`src/rtl/if_id_pipe_stage.sv`:
```
// if_id_pipe_stage
//   IF/ID pipeline register with valid/ready handshake. Holds its contents
//   on a decode stall, turns into a NOP bubble on flush or when fetch has
//   nothing to offer, and counts stalled cycles in a saturating counter.
//
//   Optional build macro IF_ID_PIPE_STAGE_SKID_EN adds a one-entry skid
//   register so that in_ready is a flop output with no combinational path
//   from out_ready.
//
// Ports
//   clk        in   rising-edge clock
//   res        in   asynchronous active-low reset
//   flush      in   drop held and incoming entries this cycle
//   in_valid   in   fetch presents an entry
//   in_ready   out  stage can accept an entry
//   in_pc      in   fetched PC             [PC_W]
//   in_instr   in   fetched instruction    [INSTR_W]
//   out_valid  out  decode-side entry valid
//   out_ready  in   decode accepts the entry
//   out_pc     out  registered PC          [PC_W]
//   out_instr  out  registered instruction, NOP_INSTR when empty [INSTR_W]
//   stall_cnt  out  saturating count of out_valid && !out_ready cycles [CNT_W]
module if_id_pipe_stage #(
  parameter int                 PC_W      = 32,
  parameter int                 INSTR_W   = 32,
  parameter logic [INSTR_W-1:0] NOP_INSTR = INSTR_W'(32'h00000013),
  parameter int                 CNT_W     = 16
) (
  input  logic               clk,
  input  logic               res,
  input  logic               flush,
  input  logic               in_valid,
  output logic               in_ready,
  input  logic [PC_W-1:0]    in_pc,
  input  logic [INSTR_W-1:0] in_instr,
  output logic               out_valid,
  input  logic               out_ready,
  output logic [PC_W-1:0]    out_pc,
  output logic [INSTR_W-1:0] out_instr,
  output logic [CNT_W-1:0]   stall_cnt
);

  // Main register M
  logic               m_valid_q, m_valid_d;
  logic [PC_W-1:0]    m_pc_q,    m_pc_d;
  logic [INSTR_W-1:0] m_instr_q, m_instr_d;
  logic [CNT_W-1:0]   stall_cnt_q, stall_cnt_d;

  // M may take a new value when empty or when decode consumes it
  logic m_adv;
  logic in_fire;

  assign m_adv = !m_valid_q || out_ready;

  // Stall counting looks at the pre-flush state and is never cleared by flush
  always_comb begin
    stall_cnt_d = stall_cnt_q;
    if (m_valid_q && !out_ready && !(&stall_cnt_q))
      stall_cnt_d = stall_cnt_q + CNT_W'(1);
  end

`ifdef IF_ID_PIPE_STAGE_SKID_EN
  // Skid register S catches the entry accepted while M is stalled
  logic               s_valid_q, s_valid_d;
  logic [PC_W-1:0]    s_pc_q,    s_pc_d;
  logic [INSTR_W-1:0] s_instr_q, s_instr_d;

  // in_ready is a pure function of a flop
  assign in_ready = !s_valid_q;
  assign in_fire  = in_valid && in_ready;

  always_comb begin
    m_valid_d = m_valid_q;
    m_pc_d    = m_pc_q;
    m_instr_d = m_instr_q;
    s_valid_d = s_valid_q;
    s_pc_d    = s_pc_q;
    s_instr_d = s_instr_q;
    if (flush) begin
      m_valid_d = 1'b0;
      m_pc_d    = '0;
      m_instr_d = NOP_INSTR;
      s_valid_d = 1'b0;
      s_pc_d    = '0;
      s_instr_d = NOP_INSTR;
    end else if (m_adv) begin
      // S holds the older entry; when S is full in_ready is low, so no
      // input can fire in the same cycle and ordering is preserved.
      if (s_valid_q) begin
        m_valid_d = 1'b1;
        m_pc_d    = s_pc_q;
        m_instr_d = s_instr_q;
        s_valid_d = 1'b0;
        s_pc_d    = '0;
        s_instr_d = NOP_INSTR;
      end else if (in_fire) begin
        m_valid_d = 1'b1;
        m_pc_d    = in_pc;
        m_instr_d = in_instr;
      end else begin
        m_valid_d = 1'b0;
        m_pc_d    = '0;
        m_instr_d = NOP_INSTR;
      end
    end else if (in_fire) begin
      s_valid_d = 1'b1;
      s_pc_d    = in_pc;
      s_instr_d = in_instr;
    end
  end

  always_ff @(posedge clk or negedge res) begin
    if (!res) begin
      s_valid_q <= 1'b0;
      s_pc_q    <= '0;
      s_instr_q <= NOP_INSTR;
    end else begin
      s_valid_q <= s_valid_d;
      s_pc_q    <= s_pc_d;
      s_instr_q <= s_instr_d;
    end
  end
`else
  assign in_ready = m_adv;
  assign in_fire  = in_valid && in_ready;

  always_comb begin
    m_valid_d = m_valid_q;
    m_pc_d    = m_pc_q;
    m_instr_d = m_instr_q;
    if (flush) begin
      m_valid_d = 1'b0;
      m_pc_d    = '0;
      m_instr_d = NOP_INSTR;
    end else if (in_fire) begin
      m_valid_d = 1'b1;
      m_pc_d    = in_pc;
      m_instr_d = in_instr;
    end else if (m_adv) begin
      // Nothing offered: drain to a clean bubble rather than keep stale data
      m_valid_d = 1'b0;
      m_pc_d    = '0;
      m_instr_d = NOP_INSTR;
    end
  end
`endif

  always_ff @(posedge clk or negedge res) begin
    if (!res) begin
      m_valid_q   <= 1'b0;
      m_pc_q      <= '0;
      m_instr_q   <= NOP_INSTR;
      stall_cnt_q <= '0;
    end else begin
      m_valid_q   <= m_valid_d;
      m_pc_q      <= m_pc_d;
      m_instr_q   <= m_instr_d;
      stall_cnt_q <= stall_cnt_d;
    end
  end

  assign out_valid = m_valid_q;
  assign out_pc    = m_pc_q;
  assign out_instr = m_instr_q;
  assign stall_cnt = stall_cnt_q;

endmodule
```
`config.mk`:
```
export PLATFORM = sky130hd
export DESIGN_NAME = if_id_pipe_stage
export DESIGN_NICKNAME = d
export VERILOG_FILES = /design/src/rtl/if_id_pipe_stage.sv
export SDC_FILE = /design/constraint.sdc
export NUM_CORES = 1
export LEC_CHECK = 0
export ABC_AREA = 1
export BUFFER_PORTS_ARGS = -buffer_cell sky130_fd_sc_hd__buf_2
export CORE_MARGIN = 5
export CORE_UTILIZATION = 48
export DETAILED_ROUTE_END_ITERATION = 8
export HOLD_SLACK_MARGIN = 0.02
export PLACE_DENSITY = 0.8
export SLEW_MARGIN = 10
export SYNTH_ARGS = -nofsm -noshare
export SYNTH_HDL_FRONTEND = slang
export SYNTH_SLANG_ARGS = --single-unit
```
`constraint.sdc`:
```
create_clock -name clk -period 1.8 [get_ports clk]
set_clock_uncertainty 0.05 [all_clocks]
set_input_delay 0.09 -clock clk [delete_from_list [all_inputs] [get_ports clk]]
set_output_delay 0.09 -clock clk [all_outputs]
set_load 0.01 [all_outputs]
```
==> impl_metrics.py <==
metrics = {
    "status": {
        "outcome": "complete, no violations",
    },
    "setup_path": {
        "critPathLaunchType": "register",
        "setup.worst_path.start": "stall_cnt[0]",
        "ff2ff_setup_slack_ns": 0.20,
        "worst-setup-path-type": "reg -> reg",
        "worst-endpoint-arrival_ns": 1.83,
        "worstSetupEndpointType": "register",
        "regToRegStartpoint": "stall_cnt[0]",
        "required_time_of_the_critical_path_ns": 2.02,
        "critPathMaxFanout": 10,
        "timing.reg2reg.worst_path_depth": 8,
        "timing.rr.end": "stall_cnt[3]",
    },
    "floorplan": {
        "pin_count": 151,
        "chipHeight_um": 97.48,
        "initial_utilization_pct": 48.29,
        "core_area_um2": 7607,
        "placement_rows": 32,
        "die-area_um2": 9502,
        "die_width_um": 97.48,
    },
    "logic_synthesis": {
        "synth.most_common_cell": "inv_1",
        "synth_seq_cells": 81,
        "ys.warnings.count": 0,
        "synth_top_cell_area_share_pct": 53.13,
        "syn-instance-count": 432,
        "synthArstFlopShare_pct": 100.0,
        "postSynthNetCount": 502,
        "synth_common_cells": "inv_1, dfrtp_1, nand2_1, nand3_1, o21ai_1",
        "post_synth_num_cell_types": 26,
        "mappedNetlistArea_um2": 3674,
        "synth_largest_area_cell": "dfrtp_1",
        "post_synth_main_area_contributors": "dfrtp_1, nand3_1, inv_1",
        "synth_edf_count": 0,
        "synth.yosys.seq_area_share_pct": 55.28,
        "synth_flop_cell": "dfrtp_1",
        "post_synth.cell_area_avg_um2": 8.504,
    },
    "final_layout": {
        "post_route_cells_drive_above_1_share_pct": 29.38,
        "final_area_um2": 5408,
        "final-instance-count-excl-fill": 752,
        "insertedDiodeCount": 0,
        "nets": 715,
        "area_overhead_vs_synth_pct": 47.21,
    },
    "placed_design": {
        "place.detailed.instances": 671,
        "pre_cts_slack_ns": 0.2292,
        "routability_congestion_estimate_from_global_placement": 0.8978,
        "placed_cell_area_um2": 4536,
        "dp_hpwl_um": 6895,
        "port-buffer-count": 150,
    },
    "global_route": {
        "first_global_vias": 3924,
        "grt_antenna_before_repair": 0,
        "grt_max_degree": 63,
        "wire_length_of_the_first_global_routing_pass_um": 19130,
        "groute.usage.overall_pct": 24.73,
        "grt_overflow_total": 0,
    },
    "timing": {
        "max_slew_margin_pct": 67.00,
        "final.period_utilization_pct": 89.17,
        "timing_max_transition_violations_final": 0,
        "achievable-frequency_mhz": 623.1,
        "period_minus_slack_ns": 1.605,
        "final.setup.worst_slack_ns": 0.1950,
        "setup_repair_after_global_routing_missed_its_margin": "false",
        "sum_of_negative_setup_slack_ns": 0,
        "worstMarginPinSlew_ns": 0.4951,
        "setup_viol": 0,
        "timing_hold_violations_final": 0,
    },
    "cts": {
        "cts.reportedPaths.clkPinSlew_ns": 0.09,
        "cts_root_buffer": "clkbuf_8",
        "cts_tree": "built",
        "cts_made_buffers": 9,
        "cts.repair.resized": 0,
        "ctsLongestPathBuffers": 2,
        "cts.sinks": 81,
        "latest_clock_arrival_within_the_worst_skew_pair_ns": 0.33,
        "cts_max_level": 3,
    },
    "routing": {
        "antenna_violating_nets_post_route": 0,
        "avgRoutedWirePerCell_um": 15.32,
        "first_iter_violations": 138,
        "firstDrtPassIters": 5,
        "routed_via_density": 5.047,
        "drt_wirelength_um": 11520,
        "detailroute.via_count": 3795,
        "detail_route.drc_violations": 0,
    },
    "job": {
        "max_cap_violations": 0,
    },
    "power_and_ir_drop": {
        "powerDensity_nw_per_um2": 772.9,
        "leakagePower_nw": 2.982,
        "highest_ir_drop_seen_on_vdd_v": 0.0005436,
        "finalPower_mw": 4.180,
    },
    "min_path": {
        "hold_path_class": "in -> async",
    },
}
[state kept, by name, indices dropped and copies added (netlist names)]
name / count
out_pc: 32
out_instr: 32
out_valid: 1
stall_cnt: 16
[layout by cell type, fill, tap and decap left out, drive strengths merged]
cell	instances
buf	157
inv	83
dfrtp	78
nand2	75
nand3	72
dlygate4sd3	65
o21ai	64
nor2	19
clkbuf	12
nand4	7
o22ai	3
dfstp	3
nand3b	2
xor2	2
xnor2	2
bufinv	2
and2	1
ha	1
clkinvlp	1
clkinv	1
[cells by family (layout without fill, tap and decap cells)]
| logic type | Yosys count | after routing | synth area share [%] |
|---|---|---|---|
| DFF | 81 | 81 | 55.28 |
| AOI/OAI and AO/OA | 67 | 67 | 9.230 |
| buffers and inverters | 103 | 321 | 11.58 |
| xor gates and xnor gates | 4 | 4 | 0.9539 |
| and+or+nand+nor | 176 | 176 | 22.62 |
| adders and majority gates | 1 | 1 | 0.3405 |
[critical path, stage by stage, from the launching register on]
cell,delay [ns]
dfrtp_1,0.42
ha_1,0.26
nand2_1,0.08
nor2_1,0.06
nand3_1,0.08
nor2_2,0.05
nor2_2,0.36
nand2_1,0.11
nand2_1,0.08
[worst max-delay path by stage]
stage / end / slack (ns) / cells past startpoint
after global routing: stall_cnt[0] / 0.05 / 8
after global placement: stall_cnt[14] / 0.30 / 8
after floorplan: stall_cnt[13] / 0.34 / 8
final: stall_cnt[3] / 0.20 / 8
after detailed placement: stall_cnt[5] / 0.23 / 8
after CTS: stall_cnt[5] / 0.22 / 8
[per-layer routing]
layer	vias up	GRT usage, %	routed length, µm	part of all wire [%]
met1	1722	29.30	4437	39
li1	1799	-	-	-
met4	0	11.18	377	3.3
met3	39	6.820	1055	9.2
met5	-	0	0	0
met2	235	41.75	5653	49
[timing repair]
action / in CTS / in global routing
setup buffers: 0 / 0
setup endpoints to repair: 0 / 0
hold endpoints to repair: 101 / 0
hold buffers: 65 / 0
[through the flow]
step           utilization (%)  hold slack [ns]
2_1_floorplan                -          -0.2556
3_3_place_gp             59.62          0.03357
3_5_place_dp             59.62          0.04130
4_1_cts                  71.09           0.1671
5_1_grt                  71.09           0.1926
6_report                 71.09           0.1884
[power breakdown]
part / total, mW / switching (mW) / leakage [nW] / internal (mW)
combinational: 0.679 / 0.363 / 1.79 / 0.316
sequential: 2.02 / 0.102 / 1.09 / 1.92
clock: 1.48 / 0.651 / 0.107 / 0.824
total: 4.18 / 1.12 / 2.98 / 3.06
[area by class of cell]
cell class,instances,area (µm²)
Inverter,83,311.5
Clock buffer,12,145.1
Tap cell,102,127.6
Fill cell,546,2200
Clock inverter,4,76.32
Multi-Input combinational cell,248,1222
Sequential cell,81,2031
Timing Repair Buffer,222,1494
(Power assumes the default switching activity.)
